File: config.mk
export PLATFORM = sky130hd
export DESIGN_NAME = cond_exec_e_flat
export DESIGN_NICKNAME = d
export VERILOG_FILES = /design/src/rtl/cond_exec_e_if.sv /design/src/rtl/cond_exec_e.sv /design/src/flat_wrapper.sv
export SDC_FILE = /design/constraint.sdc
export NUM_CORES = 1
export LEC_CHECK = 0
export ABC_AREA = 1
export BUFFER_PORTS_ARGS = -buffer_cell sky130_fd_sc_hd__buf_2
export CAP_MARGIN = 0
export CORE_ASPECT_RATIO = 0.9
export CORE_MARGIN = 4
export CORE_UTILIZATION = 40
export DETAILED_ROUTE_END_ITERATION = 6
export GPL_TIMING_DRIVEN = 1
export PLACE_DENSITY = 0.73
export SLEW_MARGIN = 20
export SYNTH_ARGS = -nofsm -noshare
export SYNTH_HDL_FRONTEND = slang
export SYNTH_SLANG_ARGS = --single-unit
File: constraint.sdc
create_clock -name clk -period 1.4 [get_ports clk]
set_clock_uncertainty 0.1 [all_clocks]
set_input_delay 0.07 -clock clk [delete_from_list [all_inputs] [get_ports clk]]
set_output_delay 0.07 -clock clk [all_outputs]
set_load 0.01 [all_outputs]
File: src/rtl/cond_exec_e_if.sv
// ----------------------------------------------------------------------------
// cond_exec_e_if
//   Bundle between the decode/hazard side and the execute-stage control block.
//   It carries the stage controls (en, flushE), the decoded control word
//   entering the D/E register, the combinational ALU flags, and the gated
//   execute-stage controls leaving the block.
//
//   Modports
//     master : pipeline side, drives decode controls and ALUFlags, observes the
//              gated E-stage outputs.
//     slave  : cond_exec_e, consumes the decode controls and drives the outputs.
//
//   Signals
//     en, flushE            stage enable (0 = stall) / synchronous bubble insert
//     PCSrcD .. CondD       decoded control word for the instruction entering E
//     ALUFlags              {N,Z,C,V} produced by the execute ALU this cycle
//     PCSrcE .. BranchTakenE gated side-effecting controls
//     MemtoRegE             ungated registered MemtoReg
//     CondExE               condition passed for the instruction now in E
//     FlagsE                architectural flags register {N,Z,C,V}
// ----------------------------------------------------------------------------
interface cond_exec_e_if #(
  parameter int COND_W = 4,
  parameter int FLAG_W = 4
);
  // Stage control
  logic              en;
  logic              flushE;

  // Decode-side control word
  logic              PCSrcD;
  logic              RegWriteD;
  logic              MemtoRegD;
  logic              MemWriteD;
  logic              BranchD;
  logic [1:0]        FlagWriteD;
  logic [COND_W-1:0] CondD;

  // Combinational flags from the execute ALU
  logic [FLAG_W-1:0] ALUFlags;

  // Execute-side results
  logic              PCSrcE;
  logic              RegWriteE;
  logic              MemtoRegE;
  logic              MemWriteE;
  logic              BranchTakenE;
  logic              CondExE;
  logic [FLAG_W-1:0] FlagsE;

  modport master (
    output en, flushE,
    output PCSrcD, RegWriteD, MemtoRegD, MemWriteD, BranchD, FlagWriteD, CondD,
    output ALUFlags,
    input  PCSrcE, RegWriteE, MemtoRegE, MemWriteE, BranchTakenE, CondExE, FlagsE
  );

  modport slave (
    input  en, flushE,
    input  PCSrcD, RegWriteD, MemtoRegD, MemWriteD, BranchD, FlagWriteD, CondD,
    input  ALUFlags,
    output PCSrcE, RegWriteE, MemtoRegE, MemWriteE, BranchTakenE, CondExE, FlagsE
  );
endinterface

File: src/rtl/cond_exec_e.sv
// ----------------------------------------------------------------------------
// cond_exec_e
//   Execute-stage control block of the 5-stage pipeline.
//   - Holds the decode-to-execute control register (D/E).
//   - Holds the architectural NZCV flags register.
//   - Evaluates the registered condition field against the current flags and
//     gates the side-effecting controls (PC write, register write, memory
//     write, branch taken). The gated outputs feed the E/M register and the
//     hazard unit directly, so they are combinational from the registers.
//
//   Ports
//     clk    : rising-edge clock for all state
//     reset  : asynchronous, active-high clear of the D/E register and flags
//     bus    : cond_exec_e_if.slave (see interface header for signal list)
// ----------------------------------------------------------------------------
module cond_exec_e #(
  parameter int COND_W = 4,
  parameter int FLAG_W = 4
) (
  input  logic          clk,
  input  logic          reset,
  cond_exec_e_if.slave  bus
);

  // --------------------------------------------------------------------------
  // Condition field encoding
  // --------------------------------------------------------------------------
  typedef enum logic [COND_W-1:0] {
    CondEq = 4'd0,   // Z
    CondNe = 4'd1,   // !Z
    CondCs = 4'd2,   // C
    CondCc = 4'd3,   // !C
    CondMi = 4'd4,   // N
    CondPl = 4'd5,   // !N
    CondVs = 4'd6,   // V
    CondVc = 4'd7,   // !V
    CondHi = 4'd8,   // C & !Z
    CondLs = 4'd9,   // !C | Z
    CondGe = 4'd10,  // N == V
    CondLt = 4'd11,  // N != V
    CondGt = 4'd12,  // !Z & (N == V)
    CondLe = 4'd13,  // Z | (N != V)
    CondAl = 4'd14,  // always
    CondNv = 4'd15   // reserved: never executes
  } condCode_t;

  // Bit positions inside the {N,Z,C,V} flags vector
  localparam int NBit = FLAG_W - 1;
  localparam int ZBit = FLAG_W - 2;
  localparam int CBit = FLAG_W - 3;
  localparam int VBit = FLAG_W - 4;

  // --------------------------------------------------------------------------
  // D/E control register
  // --------------------------------------------------------------------------
  typedef struct packed {
    logic              pcSrc;
    logic              regWrite;
    logic              memtoReg;
    logic              memWrite;
    logic              branch;
    logic [1:0]        flagWrite;   // [1] updates N,Z; [0] updates C,V
    logic [COND_W-1:0] cond;
  } deCtrl_t;

  deCtrl_t           deReg;
  deCtrl_t           deNext;
  logic [FLAG_W-1:0] flagsReg;
  logic              condEx;

  assign deNext = '{
    pcSrc:     bus.PCSrcD,
    regWrite:  bus.RegWriteD,
    memtoReg:  bus.MemtoRegD,
    memWrite:  bus.MemWriteD,
    branch:    bus.BranchD,
    flagWrite: bus.FlagWriteD,
    cond:      bus.CondD
  };

  // A flush loads an all-zero word: every control bit off and Cond = EQ.
  // It wins over a stall so a bubble can be inserted while the stage is held.
  // NOTE: state registers use non-blocking assignments so every flop samples
  // the pre-edge value of its neighbours, independent of statement order.
  always_ff @(posedge clk or posedge reset) begin
    if (reset) begin
      deReg <= '0;
    end else if (bus.flushE) begin
      deReg <= '0;
    end else if (bus.en) begin
      deReg <= deNext;
    end
  end

  // --------------------------------------------------------------------------
  // Condition evaluation on the registered Cond and the current (pre-update)
  // flags. There is deliberately no forwarding from ALUFlags: a flag setter
  // is visible to the following instruction one cycle later.
  // --------------------------------------------------------------------------
  logic flagN, flagZ, flagC, flagV;

  assign flagN = flagsReg[NBit];
  assign flagZ = flagsReg[ZBit];
  assign flagC = flagsReg[CBit];
  assign flagV = flagsReg[VBit];

  // NOTE: condEx gets a default before the case so every path assigns it and
  // no latch is inferred even if the case list were ever incomplete.
  always_comb begin
    condEx = 1'b0;
    case (deReg.cond)
      CondEq:  condEx = flagZ;
      CondNe:  condEx = ~flagZ;
      CondCs:  condEx = flagC;
      CondCc:  condEx = ~flagC;
      CondMi:  condEx = flagN;
      CondPl:  condEx = ~flagN;
      CondVs:  condEx = flagV;
      CondVc:  condEx = ~flagV;
      CondHi:  condEx = flagC & ~flagZ;
      CondLs:  condEx = ~flagC | flagZ;
      CondGe:  condEx = (flagN == flagV);
      CondLt:  condEx = (flagN != flagV);
      CondGt:  condEx = ~flagZ & (flagN == flagV);
      CondLe:  condEx = flagZ | (flagN != flagV);
      CondAl:  condEx = 1'b1;
      CondNv:  condEx = 1'b0;
      default: condEx = 1'b0;
    endcase
  end

  // --------------------------------------------------------------------------
  // Flags register
  //   Updated only by an executing (condition-passed) instruction while the
  //   stage advances. Holding during a stall guarantees a stalled setter
  //   writes the flags exactly once, on the edge where it finally leaves E.
  //   This is independent of flushE: on a flush edge the departing
  //   instruction still updates the flags and the bubble enters behind it.
  // --------------------------------------------------------------------------
  always_ff @(posedge clk or posedge reset) begin
    if (reset) begin
      flagsReg <= '0;
    end else if (bus.en && condEx) begin
      if (deReg.flagWrite[1]) begin
        flagsReg[NBit] <= bus.ALUFlags[NBit];
        flagsReg[ZBit] <= bus.ALUFlags[ZBit];
      end
      if (deReg.flagWrite[0]) begin
        flagsReg[CBit] <= bus.ALUFlags[CBit];
        flagsReg[VBit] <= bus.ALUFlags[VBit];
      end
    end
  end

  // --------------------------------------------------------------------------
  // Outputs: zero-latency gating from the register outputs. MemtoReg has no
  // side effect of its own (it only selects the writeback source), so it is
  // passed through ungated.
  // --------------------------------------------------------------------------
  assign bus.PCSrcE       = deReg.pcSrc    & condEx;
  assign bus.RegWriteE    = deReg.regWrite & condEx;
  assign bus.MemWriteE    = deReg.memWrite & condEx;
  assign bus.BranchTakenE = deReg.branch   & condEx;
  assign bus.MemtoRegE    = deReg.memtoReg;
  assign bus.CondExE      = condEx;
  assign bus.FlagsE       = flagsReg;

endmodule
File: src/flat_wrapper.sv
// flat-port wrapper written by rule: the top's interface ports become plain ports
module cond_exec_e_flat 
#(
  parameter int COND_W = 4,
  parameter int FLAG_W = 4
)
  (clk, reset, bus_en, bus_flushE, bus_PCSrcD, bus_RegWriteD, bus_MemtoRegD, bus_MemWriteD, bus_BranchD, bus_FlagWriteD, bus_CondD, bus_ALUFlags, bus_PCSrcE, bus_RegWriteE, bus_MemtoRegE, bus_MemWriteE, bus_BranchTakenE, bus_CondExE, bus_FlagsE);
  cond_exec_e_if #(.COND_W(COND_W), .FLAG_W(FLAG_W)) bus_i ();
  input  logic clk;
  input  logic reset;
  input wire logic [$bits(bus_i.en)-1:0] bus_en;
  input wire logic [$bits(bus_i.flushE)-1:0] bus_flushE;
  input wire logic [$bits(bus_i.PCSrcD)-1:0] bus_PCSrcD;
  input wire logic [$bits(bus_i.RegWriteD)-1:0] bus_RegWriteD;
  input wire logic [$bits(bus_i.MemtoRegD)-1:0] bus_MemtoRegD;
  input wire logic [$bits(bus_i.MemWriteD)-1:0] bus_MemWriteD;
  input wire logic [$bits(bus_i.BranchD)-1:0] bus_BranchD;
  input wire logic [$bits(bus_i.FlagWriteD)-1:0] bus_FlagWriteD;
  input wire logic [$bits(bus_i.CondD)-1:0] bus_CondD;
  input wire logic [$bits(bus_i.ALUFlags)-1:0] bus_ALUFlags;
  output wire logic [$bits(bus_i.PCSrcE)-1:0] bus_PCSrcE;
  output wire logic [$bits(bus_i.RegWriteE)-1:0] bus_RegWriteE;
  output wire logic [$bits(bus_i.MemtoRegE)-1:0] bus_MemtoRegE;
  output wire logic [$bits(bus_i.MemWriteE)-1:0] bus_MemWriteE;
  output wire logic [$bits(bus_i.BranchTakenE)-1:0] bus_BranchTakenE;
  output wire logic [$bits(bus_i.CondExE)-1:0] bus_CondExE;
  output wire logic [$bits(bus_i.FlagsE)-1:0] bus_FlagsE;
  assign bus_i.en = bus_en;
  assign bus_i.flushE = bus_flushE;
  assign bus_i.PCSrcD = bus_PCSrcD;
  assign bus_i.RegWriteD = bus_RegWriteD;
  assign bus_i.MemtoRegD = bus_MemtoRegD;
  assign bus_i.MemWriteD = bus_MemWriteD;
  assign bus_i.BranchD = bus_BranchD;
  assign bus_i.FlagWriteD = bus_FlagWriteD;
  assign bus_i.CondD = bus_CondD;
  assign bus_i.ALUFlags = bus_ALUFlags;
  assign bus_PCSrcE = bus_i.PCSrcE;
  assign bus_RegWriteE = bus_i.RegWriteE;
  assign bus_MemtoRegE = bus_i.MemtoRegE;
  assign bus_MemWriteE = bus_i.MemWriteE;
  assign bus_BranchTakenE = bus_i.BranchTakenE;
  assign bus_CondExE = bus_i.CondExE;
  assign bus_FlagsE = bus_i.FlagsE;
  cond_exec_e #(.COND_W(COND_W), .FLAG_W(FLAG_W)) u_core (.clk(clk), .reset(reset), .bus(bus_i));
endmodule
==> flow_metrics.env <==
export IMPL_critical_path_class="register to output port"
export IMPL_antenna_left=0
export IMPL_finalSetupViolations=9
export IMPL_post_route_util=0.6542
export IMPL_fin_crit_sh=1.446
export IMPL_clk_pin_slew_ns=0.10
export IMPL_syn_inst=154
export IMPL_vias_per_cell=5.203
export IMPL_final_max_slew_viol_count=0
export IMPL_slew_headroom=0.6322
export IMPL_synthAdderAreaFrac=0
export IMPL_drc=0
export IMPL_dp_cells=226
export IMPL_io_buffers=28
export IMPL_initial_core_util=0.4194
export IMPL_synth_most_common_cell="nand2_1"
export IMPL_synth_net_count=173
export IMPL_violations="negative setup slack"
export IMPL_async_flop_share=1.000
export IMPL_grt_max_degree=19
export IMPL_routabilityCongestion=0.9203
export IMPL_synth_common_cells="37 x nand2_1, 20 x nand3_1, 17 x inv_1, 15 x dfrtp_1"
export IMPL_rsz0062_at_grt="yes"
export IMPL_postSynth_topFlopCell="dfrtp_1"
export IMPL_core_region_area_um2=2467
export IMPL_synth_edf_count=0
export IMPL_startpoint_type="register"
export IMPL_peakVddDrop_mv=1.049
export IMPL_ys_seq_elements=15
export IMPL_clk_path_buf_depth=2
export IMPL_grtUsageTotal=0.1985
export IMPL_synth_top_family_by_area="simple AND/OR/NAND/NOR gates"
export IMPL_dpl_hpwl_mm=2.268
export IMPL_grt_pass1_wl_mm=5.395
export IMPL_yosysWarnings=0
export IMPL_die_x_um=61.61
export IMPL_grt_pass1_vias=1239
export IMPL_cp_data_arrival_time_ns=1.85
export IMPL_drive_gt1_frac=0.3677
export IMPL_cts_made_buffers=3
export IMPL_synth_top_cell_area_share=0.3628
export IMPL_status="finished with violations"
export IMPL_yosys_area_share_xor_xnor=0.008464
export IMPL_r2r_cells=11
export IMPL_clk_latency_ns=0.29
export IMPL_cts_root_buf="clkbuf_4"
export IMPL_powerDensity_nw_per_um2=1142
export IMPL_area_delta_synth_final_pct=55.99
export IMPL_multi_input_area_um2=573.1
export IMPL_die_y_um=56.25
export IMPL_num_io_pins=29
export IMPL_maxCapViolations=0
export IMPL_r2r_end="u_core.bus.FlagsE[0]"
export IMPL_hp_class="input pin to register"
export IMPL_yosys_area_share_simple=0.4160
export IMPL_fmax_mhz=494.1
export IMPL_crit_required_ns=1.23
export IMPL_clock_sinks=15
export IMPL_grt_ovfl_total=0
export IMPL_num_vias=1306
export IMPL_r2r_setup_slack_ns=-0.39
export IMPL_synth_area_mux_share=0
export IMPL_antenna_cells=0
export IMPL_syn_cell_area_um2=1035
export IMPL_regArea_um2=377.9
export IMPL_p_leak_nw=0.8315
export IMPL_critPathCaptureType="output port"
export IMPL_synth_compound_area_frac=0.09915
export IMPL_rows=17
export IMPL_fin_tns_setup_ns=-4.606
export IMPL_wl_mm=3.274
export IMPL_drt_iter0_markers=82
export IMPL_fin_nets=243
export IMPL_min_period_ns=2.024
export IMPL_finalNonFillerCells=251
export IMPL_synth_cell_types=22
export IMPL_die_area_um2=3466
export IMPL_hold_violations=0
export IMPL_min_to="u_core.bus.FlagsE[3]"
export IMPL_yosys_top_cells_area="dfrtp_1 36%, nand2_1 13%, nand3_1 9.7%, o21ai_0 6.8%, inv_1 6.2%"
export IMPL_setup_slack_ns=-0.6240
export IMPL_syn_area_per_cell_um2=6.719
export IMPL_crit_fanout=7
export IMPL_max_slew_worst_pin_slew_ns=0.5511
export IMPL_fill_cells=203
export IMPL_whs_path_depth=3
export IMPL_hold_start="bus_en"
export IMPL_cts_tree="built"
export IMPL_grt_antenna_before_repair=0
export IMPL_ys_seq_area_frac=0.3628
export IMPL_yosys_area_top_type="dfrtp_1"
export IMPL_drt_first_pass_iters=4
export IMPL_power_mw=1.843
export IMPL_h_tree_depth=1
export IMPL_reg2reg_from="u_core.deReg[1]"
export IMPL_wl_per_cell_um=13.04
-- power breakdown --
part	total (mW)	internal, mW	switching, mW
Combinational	0.996	0.491	0.505
Sequential	0.590	0.496	0.0937
Clock	0.258	0.109	0.149
-- how the worst max path moves through the flow --
stage | from | slack (ns) | endpoint
after floorplan | u_core.bus.FlagsE[0] | -0.11 | u_core.bus.FlagsE[0]
after global placement | u_core.deReg[1] | -0.28 | bus_PCSrcE
after detailed placement | u_core.deReg[1] | -0.32 | bus_RegWriteE
after CTS | u_core.deReg[0] | -0.64 | bus_RegWriteE
after global routing | u_core.deReg[1] | -0.73 | bus_RegWriteE
final | u_core.deReg[1] | -0.62 | bus_RegWriteE
-- flip-flops by register name, summed over array words and instances (netlist names) --
name / flops
u_core.bus.FlagsE: 4
u_core.deReg: 10
u_core.bus.MemtoRegE: 1
-- timing repair --
action / 4_1_cts / 5_1_grt
resized for setup: 2 / 12
setup endpoints to repair: 9 / 9
gates cloned: 0 / 0
hold buffers: 16 / 0
pin swaps: 0 / 6
setup buffers: 1 / 5
hold endpoints to repair: 30 / 0
-- routing by layer --
metal | up-vias | GRT usage | part of all wire
met5 | - | 0 | 0
met4 | 0 | 0.07273 | 0.025
met3 | 11 | 0.02069 | 0.053
met2 | 46 | 0.3199 | 0.50
met1 | 607 | 0.2682 | 0.42
li1 | 642 | - | -
-- critical path: stages, from the launching register on --
cell     delay, ns
dfrtp_2       0.49
nor2_4        0.20
nand2_2       0.08
nand2_1       0.06
nand3_1       0.07
nand2_1       0.07
nand2_1       0.06
nor2_2        0.12
nand4_4       0.13
inv_4         0.11
nor2_1        0.04
buf_2         0.13
-- area by class of cell --
cell class | count | share of cell area
clock buffers | 3 | 0.01395
clock inverters | 1 | 0.004651
inverters | 22 | 0.05504
multi-input cells | 111 | 0.3550
flip-flops and latches | 15 | 0.2341
well taps | 28 | 0.02171
repair buffers | 71 | 0.3155
-- through the flow --
stage          hold WS [ns]  setup WS [ns]  instance area (µm²)
2_1_floorplan       -0.1285        -0.1095                 1044
5_1_grt              0.1180        -0.7340                 1614
6_report            0.09718        -0.6240                 1614
3_3_place_gp        0.03940        -0.2760                 1346
3_5_place_dp        0.04402        -0.3221                 1346
4_1_cts             0.08297        -0.6410                 1548
-- layout by cell type (no fill, tap or decap), drive strengths merged, types with 3 or more instances in the layout --
cell         Yosys  final
a21oi            3      3
nand2           39     39
nand4           11     11
dlygate4sd3      0     16
buf              3     55
nor2            18     18
dfrtp           15     15
clkbuf           3      3
inv             21     21
o21ai           15     15
nand3           20     20
-- cell families (layout without fill, tap and decap cells) --
family,Yosys count,in the layout
DFF,15,15
and+or+nand+nor,90,90
buffers and inverters,28,97
AOI/OAI and AO/OA,20,20
xor gates and xnor gates,1,1
Power figures use the tool's default switching activity.
